**src/rtl/bomb_game_if.sv**
```systemverilog
// Signal bundle between the game sequencer and its surroundings: upstream
// button/switch pulses and the RAM controller's level come in, the state
// code, player ID, countdown and cut progress go out.
interface bomb_game_if;
    logic       tick;        // one-cycle 1 Hz enable
    logic       login;       // one-cycle pulse, samples id_sw
    logic [3:0] id_sw;       // player ID switches
    logic       start;       // one-cycle pulse, arms the bomb
    logic [3:0] cut;         // wire-cut pulses, one bit per wire
    logic [7:0] cur_level;   // player level from the RAM controller
    logic [7:0] game_state;  // state code consumed downstream
    logic [3:0] user_id;     // latched player ID
    logic [7:0] time_left;   // seconds remaining
    logic [3:0] step;        // correct cuts so far this level

    // Environment side: drives the pulses and the level, observes the game.
    modport master (
        output tick, login, id_sw, start, cut, cur_level,
        input  game_state, user_id, time_left, step
    );

    // Sequencer side.
    modport slave (
        input  tick, login, id_sw, start, cut, cur_level,
        output game_state, user_id, time_left, step
    );
endinterface

```
**src/rtl/bomb_game_fsm.sv**
```systemverilog
// Bomb-defusal game sequencer. Latches the player ID at login, arms a bomb
// whose countdown and cut count scale with the player's level, checks each
// wire cut against the required rotation and times out on the 1 Hz tick.
// All outputs are registered; state codes are driven directly on game_state.
module bomb_game_fsm #(
    parameter int BASE_TIME = 60,   // countdown seconds at level 0
    parameter int TIME_STEP = 4,    // seconds removed per level
    parameter int MIN_TIME  = 10,   // countdown floor
    parameter int MAX_STEPS = 8     // cap on cuts per level
) (
    input  logic        clk,
    input  logic        reset,      // synchronous, active-low
    bomb_game_if.slave  bus
);

    // Encodings equal the downstream state codes so the register can be
    // exported without a decode stage.
    typedef enum logic [7:0] {
        ST_IDLE     = 8'h00,
        ST_READY    = 8'h08,
        ST_ARMED    = 8'h10,
        ST_DEFUSED  = 8'h20,
        ST_LOAD     = 8'h30,
        ST_EXPLODED = 8'h40
    } state_t;

    state_t     state_q, state_d;
    logic [3:0] user_id_q, user_id_d;
    logic [7:0] time_left_q, time_left_d;
    logic [3:0] step_q, step_d;
    logic [7:0] lvl_q, lvl_d;

    // ------------------------------------------------------------------
    // Login qualification: only IDs C..F are players.
    // ------------------------------------------------------------------
    logic valid_login;
    assign valid_login = bus.login && (bus.id_sw[3:2] == 2'b11);

    // ------------------------------------------------------------------
    // Countdown load value, evaluated on the live cur_level because it is
    // only used in the cycle that snapshots that level. Held at 16 bits so
    // a large level saturates at zero instead of wrapping before the floor.
    // ------------------------------------------------------------------
    localparam logic [15:0] BASE_TIME_W = 16'(BASE_TIME);
    localparam logic [15:0] TIME_STEP_W = 16'(TIME_STEP);
    localparam logic [15:0] MIN_TIME_W  = 16'(MIN_TIME);

    logic [15:0] lvl_penalty;
    logic [15:0] time_raw;
    logic [15:0] time_load;

    assign lvl_penalty = TIME_STEP_W * {8'd0, bus.cur_level};
    assign time_raw    = (lvl_penalty < BASE_TIME_W) ? (BASE_TIME_W - lvl_penalty) : 16'd0;
    assign time_load   = (time_raw > MIN_TIME_W) ? time_raw : MIN_TIME_W;

    // ------------------------------------------------------------------
    // Cut bookkeeping for the armed bomb.
    // ------------------------------------------------------------------
    localparam logic [8:0] MAX_STEPS_W = 9'(MAX_STEPS);

    logic [8:0] lvl_plus_one;
    logic [8:0] need;
    logic [3:0] step_inc;
    logic [1:0] wire_idx;
    logic [3:0] expected_cut;
    logic       cut_any;
    logic       cut_ok;
    logic       cut_bad;
    logic       cut_final;
    logic       timer_expire;

    assign lvl_plus_one = {1'b0, lvl_q} + 9'd1;
    assign need         = (lvl_plus_one > MAX_STEPS_W) ? MAX_STEPS_W : lvl_plus_one;
    assign step_inc     = step_q + 4'd1;

    // The required wire rotates through the four wires, offset by level;
    // mod 4 falls out of keeping only the low two bits of the sum.
    assign wire_idx = lvl_q[1:0] + step_q[1:0];

    genvar gi;
    generate
        for (gi = 0; gi < 4; gi++) begin : g_expected
            assign expected_cut[gi] = (wire_idx == 2'(gi));
        end
    endgenerate

    // Any cut pattern other than the exact one-hot wire (including several
    // wires at once) is fatal.
    assign cut_any      = |bus.cut;
    assign cut_ok       = (bus.cut == expected_cut);
    assign cut_bad      = cut_any && !cut_ok;
    assign cut_final    = cut_ok && ({5'd0, step_inc} == need);
    assign timer_expire = bus.tick && (time_left_q == 8'd1);

    // ------------------------------------------------------------------
    // State and datapath registers.
    // ------------------------------------------------------------------
    // Register update with synchronous active-low clear.
    always_ff @(posedge clk) begin
        if (!reset) begin
            state_q     <= ST_IDLE;
            user_id_q   <= 4'h0;
            time_left_q <= 8'h00;
            step_q      <= 4'h0;
            lvl_q       <= 8'h00;
        end else begin
            state_q     <= state_d;
            user_id_q   <= user_id_d;
            time_left_q <= time_left_d;
            step_q      <= step_d;
            lvl_q       <= lvl_d;
        end
    end

    // Next-state and datapath decisions; everything holds unless a branch
    // below says otherwise.
    always_comb begin
        state_d     = state_q;
        user_id_d   = user_id_q;
        time_left_d = time_left_q;
        step_d      = step_q;
        lvl_d       = lvl_q;

        unique case (state_q)
            ST_IDLE: begin
                if (valid_login) begin
                    user_id_d = bus.id_sw;
                    state_d   = ST_LOAD;
                end
            end

            ST_READY: begin
                // Login takes precedence so a player change never arms a
                // bomb with the previous player's level.
                if (valid_login) begin
                    user_id_d = bus.id_sw;
                    state_d   = ST_LOAD;
                end else if (bus.start) begin
                    lvl_d       = bus.cur_level;
                    step_d      = 4'h0;
                    time_left_d = time_load[7:0];
                    state_d     = ST_ARMED;
                end
            end

            ST_LOAD: begin
                // One cycle for the RAM controller to present cur_level.
                state_d = ST_READY;
            end

            ST_ARMED: begin
                // The countdown runs on every tick regardless of cuts; the
                // outcome below only decides where the state goes.
                if (bus.tick && (time_left_q != 8'd0)) begin
                    time_left_d = time_left_q - 8'd1;
                end

                if (cut_bad) begin
                    state_d = ST_EXPLODED;
                end else if (cut_ok) begin
                    step_d = step_inc;
                    if (cut_final) begin
                        // A finishing cut beats a simultaneous expiry.
                        state_d = ST_DEFUSED;
                    end else if (timer_expire) begin
                        state_d = ST_EXPLODED;
                    end
                end else if (timer_expire) begin
                    state_d = ST_EXPLODED;
                end
            end

            ST_DEFUSED: begin
                // Single-cycle pulse so downstream bumps the level once.
                state_d = ST_READY;
            end

            ST_EXPLODED: begin
                // start only returns to READY; a second start is needed to
                // arm again.
                if (valid_login) begin
                    user_id_d = bus.id_sw;
                    state_d   = ST_LOAD;
                end else if (bus.start) begin
                    state_d = ST_READY;
                end
            end

            default: begin
                state_d = ST_IDLE;
            end
        endcase
    end

    assign bus.game_state = state_q;
    assign bus.user_id    = user_id_q;
    assign bus.time_left  = time_left_q;
    assign bus.step       = step_q;

endmodule

```
**src/flat_wrapper.sv**
```systemverilog
// flat-port wrapper written by rule: the top's interface ports become plain ports
module bomb_game_fsm_flat 
#(
    parameter int BASE_TIME = 60,                                  
    parameter int TIME_STEP = 4,                                
    parameter int MIN_TIME  = 10,                     
    parameter int MAX_STEPS = 8                             
)
  (clk, reset, bus_tick, bus_login, bus_id_sw, bus_start, bus_cut, bus_cur_level, bus_game_state, bus_user_id, bus_time_left, bus_step);
  bomb_game_if bus_i ();
  input  logic clk;
  input  logic reset;
  input wire logic [$bits(bus_i.tick)-1:0] bus_tick;
  input wire logic [$bits(bus_i.login)-1:0] bus_login;
  input wire logic [$bits(bus_i.id_sw)-1:0] bus_id_sw;
  input wire logic [$bits(bus_i.start)-1:0] bus_start;
  input wire logic [$bits(bus_i.cut)-1:0] bus_cut;
  input wire logic [$bits(bus_i.cur_level)-1:0] bus_cur_level;
  output wire logic [$bits(bus_i.game_state)-1:0] bus_game_state;
  output wire logic [$bits(bus_i.user_id)-1:0] bus_user_id;
  output wire logic [$bits(bus_i.time_left)-1:0] bus_time_left;
  output wire logic [$bits(bus_i.step)-1:0] bus_step;
  assign bus_i.tick = bus_tick;
  assign bus_i.login = bus_login;
  assign bus_i.id_sw = bus_id_sw;
  assign bus_i.start = bus_start;
  assign bus_i.cut = bus_cut;
  assign bus_i.cur_level = bus_cur_level;
  assign bus_game_state = bus_i.game_state;
  assign bus_user_id = bus_i.user_id;
  assign bus_time_left = bus_i.time_left;
  assign bus_step = bus_i.step;
  bomb_game_fsm #(.BASE_TIME(BASE_TIME), .TIME_STEP(TIME_STEP), .MIN_TIME(MIN_TIME), .MAX_STEPS(MAX_STEPS)) u_core (.clk(clk), .reset(reset), .bus(bus_i));
endmodule
```
**config.mk**
```make
export PLATFORM = sky130hd
export DESIGN_NAME = bomb_game_fsm_flat
export DESIGN_NICKNAME = d
export VERILOG_FILES = /design/src/rtl/bomb_game_if.sv /design/src/rtl/bomb_game_fsm.sv /design/src/flat_wrapper.sv
export SDC_FILE = /design/constraint.sdc
export NUM_CORES = 1
export LEC_CHECK = 0
export ABC_CLOCK_PERIOD_IN_PS = 7400
export CORE_MARGIN = 4
export CORE_UTILIZATION = 50
export DETAILED_ROUTE_END_ITERATION = 10
export PLACE_DENSITY = 0.83
export SYNTH_ARGS = -nofsm -noshare
export SYNTH_HDL_FRONTEND = slang
export SYNTH_SLANG_ARGS = --single-unit
```
**constraint.sdc**
```tcl
create_clock -name clk -period 7.4 [get_ports clk]
set_clock_uncertainty 0.2 [all_clocks]
set_input_delay 1.48 -clock clk [delete_from_list [all_inputs] [get_ports clk]]
set_output_delay 1.48 -clock clk [all_outputs]
set_load 0.005 [all_outputs]
```
; Yosys cells after proc, flatten, opt, wreduce, memory -nomap -nowiden
; Cells that the tools add are included.
[word_totals]
register_bits = 32
in_bits = 21
out_inout_bits = 24
wordCells = 74
[op_classes]
add_sub_neg = 5
order_cmp = 3
eq_ne = 20
n_mux = 22
bitwise_logic = 1
n_reduce_logical = 18
[op_table]
columns = operator, n
row1 = $mux 8, 13
row2 = $pmux 8 s5, 1
row3 = $eq 8x6->1 const B, 2
row4 = $gt 16x4->1 const B, 1
row5 = $mux 16, 1
row6 = $mux 4, 4
row7 = $pmux 8 s2, 1
row8 = $sub 6x10->11 const A, 1
row9 = $lt 10x6->1 const B, 1
row10 = $add 8x1->9 const B, 1
row11 = $eq 4x9->1, 1
row12 = $gt 9x4->1 const B, 1
row13 = $mux 9, 1
row14 = $eq 8x1->1 const B, 1
row15 = $eq 8x4->1 const B, 1
row16 = $eq 8x5->1 const B, 1
row17 = $eq 8x7->1 const B, 1
row18 = $logic_not 8->1, 1
row19 = $pmux 4 s2, 1
row20 = $reduce_bool 8->1, 1
row21 = $sub 8x1->8 const B, 1
row22 = $eq 2x2->1 const B, 3
row23 = $ne 2x1->1 const B, 3
row24 = $ne 2x2->1 const B, 3
row25 = 17 further kinds, 23

; Longest topological paths before layout
; Gate-level depths: netlist of run 1.
[logic_depth]
ltp_word = 9
mapped_depth = 9
ltp_nobuf = 8

; Least setup slack after synthesis of run 1
; OpenSTA, ideal clock, no wires.
[synth_path]
path_type = input-to-reg
from = in bus_cur_level[4]
to = reg u_core.time_left_q[2] (netlist: u_core.bus.time_left[2])
t_arrival_ns = 2.804
slack_ns = 4.321
cell_stages = 8
n_path_buf = 0
cell_sequence = inv_1 -> ha_1 -> inv_1 -> maj3_1 -> a211o_1 -> nor3_1 -> o21ai_0 -> a21boi_0
[synth_between]
elab_chain_len = 7
word_cells_on_any_way = 8
cone_classes = add/sub: 1 / order compare: 2 / mux: 5
[synth_lines]
columns = item, line_no
row1 = "start, declared", flat_wrapper.sv:18  ; input wire logic [$bits(bus_i.cur_level)-1:0] bus_cur_level;
row2 = $sub 6x10->11 / $lt 10x6->1 (equally long branches), bomb_game_fsm.sv:53  ; assign time_raw = (lvl_penalty < BASE_TIME_W) ? (BASE_TIME_W - lvl_penalty) : 16'd0;
row3 = $mux 16 (*), bomb_game_fsm.sv:53
row4 = $gt 16x4->1, bomb_game_fsm.sv:54  ; assign time_load = (time_raw > MIN_TIME_W) ? time_raw : MIN_TIME_W;
row5 = $mux 8 (*), bomb_game_fsm.sv:54
row6 = $mux 8 (*), bomb_game_fsm.sv:138  ; end else if (bus.start) begin
row7 = $mux 8 (*), bomb_game_fsm.sv:135  ; if (valid_login) begin
row8 = $pmux 8 s2 (*), bomb_game_fsm.sv:124  ; unique case (state_q)
row9 = "end signal, assigned", bomb_game_fsm.sv:109  ; time_left_q <= time_left_d;
row10 = "end, declared", bomb_game_fsm.sv:29  ; logic [7:0] time_left_q, time_left_d;
; Every way passes the cells marked *; elsewhere a longest branch is shown, timed or not. The select of a mux whose other input is x is not followed.
; A chain may end at the register's enable or synchronous reset.

; Worst setup path in the final report of run 1
[layout_path]
from = in bus_id_sw[3]
to = reg u_core.time_left_q[2] (netlist: u_core.bus.time_left[2])
[layout_between]
elab_chain_len = 4
[layout_lines]
columns = item, line_no
row1 = "start, declared", flat_wrapper.sv:15  ; input wire logic [$bits(bus_i.id_sw)-1:0] bus_id_sw;
row2 = $eq 2x2->1, bomb_game_fsm.sv:37  ; assign valid_login = bus.login && (bus.id_sw[3:2] == 2'b11);
row3 = $logic_and 1x1->1, bomb_game_fsm.sv:37
row4 = $ne 2x2->1 (no line), n/a
row5 = $reduce_and 4->1 (no line), n/a
; No other way between the ends.

==> reports/results.ini, run 1 <==
[worst_setup_path]
crit_required_ps = 7370
endpoint_kind = register
crit_fanout = 20
critPathKind = input port to register
reg2reg_depth = 7
arrival_ps = 3690
startpoint_type = input port

[min_path]
hold_class = register to register
hold_path_depth = 1

[timing]
rsz0062_at_grt = no
setup_viol = 0
hold_viol = 0
finalCritPeriodShare = 0.503
slew_violations = 0
fin_crit_ps = 3720
fin_tns_setup_ps = 0
layout_setup_ws_ps = 3680
slew-limit-headroom = 0.353
max_freq_ghz = 0.269
worst_pin_slew_ps = 967

[synthesis]
syn_area_um2 = 2050
yosys.cell_count.top_type = dfxtp_1
synth_edf_count = 0
synth_area_leaders = dfxtp_1 31%, mux2i_1 6.3%, nor2b_1 4.9%
ys_ff_latch = 32
syn_area_per_cell_um2 = 8.39
synth_flop_cell = dfxtp_1
yosysSeqAreaShare = 0.312
async_flop_share = 0
synthTopCellsByCount = 32 x dfxtp_1, 21 x nor2_1, 20 x nand2_1
synth_largest_area_cell = dfxtp_1
yosysWarnings = 0
yosysUniqueCellTypes = 56
synthCells = 245
synth_top_area_share = 0.312

[cells_and_area]
register_area_um2 = 641
syn_to_final_growth_pct = 27.7
fillers = 333
drive_above_1_share = 0.0619
antenna_cells = 0
multiInputGateArea_um2 = 1350
design_area_um2 = 2620
nNetsFinal = 318

[die]
die_w_um = 72.1
die-area_um2 = 5200
start_util = 0.514
ios = 45
row_count = 23
coreArea_um2 = 4000
fp.dieH_um = 72.1

[power_and_ir_drop]
clkPwrFrac = 0.409
internal_power_mw = 0.265
ir_drop_uv = 137
p_seq_frac = 0.512
p_sw_mw = 0.0758
swShare = 0.222
finalPower_mw = 0.341
comb_power_share = 0.079
p_per_area_nw_per_um2 = 130
p_leak_nw = 1.02

[clock_tree]
cts_tree = yes
post_cts_buffers = 0
clkLatencyLatePin_ps = 290
clock-sinks = 32
cts_made_buffers = 5
cts_max_path_buffers = 2
cts-root-buf = clkbuf_8
clk_pin_slew_ps = 60
cts_hold_buf = 0
cts_resized = 0
ctsHtreeMaxLevel = 2

[grt]
grt_pass1_wl_um = 8080
grt_pass1_vias = 1874
grt_max_degree = 30
gr-total-overflow = 0
antenna_found_initial = 0
grt_use_total = 0.193

[place]
place_congestion = 0.786
place_ws_ps = 3350
hpwl_um = 3600
dpl_cell_area_um2 = 2530
portBuffers = 44

[routing]
drc = 0
vias = 1897
first_pass_iters = 4
drtIter0Drc = 91
drt_wl_total_um = 4750
via_per_inst = 5.56
ant_nets = 0
avgRoutedWirePerCell_um = 13.9

[job]
drv_cap = 0

[run_status]
status = complete, no violations

## sequential cells by signal, indices dropped and copies added (netlist names)
| signal | flops |
|---|---|
| u_core.bus.game_state | 8 |
| u_core.bus.step | 4 |
| u_core.bus.user_id | 4 |
| u_core.lvl_q | 8 |
| u_core.bus.time_left | 8 |
## placed cells by master (no fill, tap or decap), types with 3 or more instances in the layout
master and count:
inv_1 9, nor2_1 21, nor3_1 9, o21ai_0 14
and3_1 3, dfxtp_1 32, a21boi_0 8, a31oi_1 3
o211ai_1 4, xor2_1 4, clkbuf_8 6, nand2b_1 4
conb_1 4, nor4_1 3, nand3_1 13, a21oi_1 5
ha_1 7, mux2i_1 13, nand2_1 20, nor2b_1 16
and2_1 3, o21a_1 3, clkdlybuf4s50_1 44
## layer usage
metal,vias to the layer above,wire (µm),track usage
li1,969,-,-
met1,886,2130,0.230
met2,37,2300,0.324
met3,5,261,0.0665
met4,0,55,0.0626
met5,-,0,0
## final timing paths
kind / end / slack [ps] / start
max: u_core.bus.time_left[2] / 3680 / bus_id_sw[3]
min: u_core.bus.user_id[2] / 280 / u_core.bus.user_id[2]
max reg2reg: u_core.bus.time_left[2] / 4390 / u_core.bus.game_state[2]
min reg2reg: u_core.bus.user_id[2] / 280 / u_core.bus.user_id[2]
## through the flow
stage | hold slack, ps | utilization | cells
CTS | 283 | 0.656 | 341
finish | 280 | 0.656 | 341
detailed placement | 262 | 0.632 | 333
floorplan | 265 | - | 248
global route | 302 | 0.656 | 341
global placement | 248 | 0.632 | 333
## power groups by stage
stage	logic, mW	registers, mW	clock network, mW
floorplan	0.0100	0.179	0
global placement	0.0265	0.179	0
detailed placement	0.0268	0.179	0
CTS	0.0269	0.175	0.143
global route	0.0293	0.175	0.150
finish	0.0269	0.175	0.139
## worst max-delay path, cell delays in order
cell             delay [ps]
clkdlybuf4s50_1         400
nand3_1                 210
nand4_1                 790
and2_0                  510
o21ai_0                 200
a21boi_0                100
## cells by family (layout without fill, tap and decap cells)
group                      Yosys count  count (layout)  share of synthesized area
and+or+nand+nor                    111             111                      0.303
AOI/OAI and AO/OA                   54              54                      0.196
DFF                                 32              32                      0.312
buffers and inverters               18              61                     0.0353
muxes                               13              13                     0.0633
adders and majority gates            9               9                     0.0524
xor gates and xnor gates             7               7                     0.0365
other                                1               4                    0.00183
## final cells by class
type,instances,area share
clock buffer,7,0.0329
clock inverter,1,0.00286
inverter,9,0.0129
multi-input combinational,198,0.515
sequential,32,0.244
tap,50,0.0238
timing repair buffer,44,0.168
(Power assumes the default switching activity.)
==> run 2, diff against run 1 <==
ABC_CLOCK_PERIOD_IN_PS = 3200   (was 7400)
CORE_UTILIZATION = 46   (was 50)
PLACE_DENSITY = 0.81   (was 0.83)
clock period = 3.2 ns   (was 7.4 ns; I/O delays follow)
==> reports/results.ini, run 2 (synthesized netlist as in run 1, its figures left out) <==
[run_status]
status = complete, no violations

[clock_tree]
cts-root-buf = clkbuf_8
post_cts_buffers = 0
ctsHtreeMaxLevel = 2
clk_pin_slew_ps = 60
cts_made_buffers = 5
cts_tree = yes
clkLatencyLatePin_ps = 280
cts_resized = 0
cts_hold_buf = 0
cts_max_path_buffers = 2
clock-sinks = 32

[worst_setup_path]
endpoint_kind = register
reg2reg_depth = 8
r2r-start = u_core.lvl_q[0]
crit_fanout = 9
timing.rr.end = u_core.bus.game_state[5]
crit_required_ps = 3170
reg2reg_slack_ps = 550
startpoint_type = register
arrival_ps = 2610
critPathKind = register to register

[cells_and_area]
final_common_cell = clkdlybuf4s50_1
syn_to_final_growth_pct = 29.0
drive_above_1_share = 0.0717
antenna_cells = 0
finalNonFillerCells = 345
fillers = 400
nNetsFinal = 321
final_cell_mix = 44 x clkdlybuf4s50_1, 32 x dfxtp_1, 21 x nor2_1, 20 x nand2_1, 16 x nor2b_1
final_core_util = 0.613

[timing]
slew_violations = 0
hold_viol = 0
fin_tns_setup_ps = 0
rsz0062_at_grt = no
setup_viol = 0
fin_crit_ps = 2650
finalCritPeriodShare = 0.827
max_freq_ghz = 0.378

[routing]
first_pass_iters = 4
avgRoutedWirePerCell_um = 14.3
vias = 1960
ant_nets = 0
via_per_inst = 5.68
drc = 0
drtIter0Drc = 108
drt_wl_total_um = 4930

[place]
place_congestion = 0.805
portBuffers = 44
dp_cells = 338
hpwl_um = 3610

[min_path]
hold_class = register to register
hold_start = u_core.bus.user_id[3]
hold_path_depth = 1
min_to = u_core.bus.user_id[3]

[die]
die-area_um2 = 5600
row_count = 24
ios = 45
start_util = 0.475
coreArea_um2 = 4320
fp.dieH_um = 74.8
die_w_um = 74.8

[grt]
grt_use_total = 0.192
grt_max_degree = 16
grt_pass1_vias = 1901
grt_pass1_wl_um = 8280
antenna_found_initial = 0
gr-total-overflow = 0

[power_and_ir_drop]
p_per_area_nw_per_um2 = 302
p_leak_nw = 1.04
ir_drop_uv = 223

[job]
drv_cap = 0

run 2: cell types whose count changed in the layout (fill, tap and decap cells not counted):
| cell | change |
|---|---|
| buf_4 | +3 |
| clkbuf_8 | +1 |
| clkbuf_1 | -1 |
| clkinvlp_4 | -1 |
run 2: routing by layer:
metal  share of wire  GRT usage  vias up
li1                -          -      979
met1            0.43      0.231      906
met2            0.49      0.311       67
met3           0.059     0.0601        8
met4           0.019     0.0909        0
met5               0          0        -
run 2: final cells by class:
class                           count  area (µm²)  area share
Clock buffer                        7        96.3      0.0363
Timing Repair Buffer               47         463       0.175
Tap cell                           52        65.1      0.0245
Multi-Input combinational cell    198        1350       0.510
Inverter                            9        33.8      0.0127
Sequential cell                    32         641       0.242
run 2: how the worst max path moves through the flow:
stage / endpoint / startpoint / slack, ps
finish: u_core.bus.game_state[5] / u_core.lvl_q[0] / 550
global route: u_core.bus.game_state[5] / u_core.lvl_q[0] / 400
CTS: u_core.bus.game_state[5] / u_core.lvl_q[0] / 560
detailed placement: u_core.bus.time_left[2] / bus_cur_level[4] / 370
global placement: u_core.bus.time_left[2] / bus_cur_level[4] / 410
floorplan: u_core.bus.game_state[5] / u_core.lvl_q[0] / 770
run 2: stage by stage:
stage                     setup WS [ps]  total power [mW]  hold WS (ps)  instance area, µm²
after CTS                           563             0.813           277                2650
after detailed placement            373             0.476           256                2550
after global routing                396             0.828           321                2650
final                               554             0.801           273                2650
after floorplan                     770             0.436           265                2070
after global placement              415             0.475           246                2550
run 2: critical path: stages, from the launching register on:
cell       delay (ps)
dfxtp_1           410
ha_1              310
and3_4            210
a311o_1           390
a21oi_1           130
or4b_1            440
nand3_1           150
a2111oi_4          80
a22o_1            210
run 2: power breakdown:
group          total (mW)  internal (mW)  switching (mW)
clock network       0.334          0.191           0.142
registers           0.404          0.401         0.00282
logic              0.0633         0.0383          0.0249
total               0.801          0.631           0.170
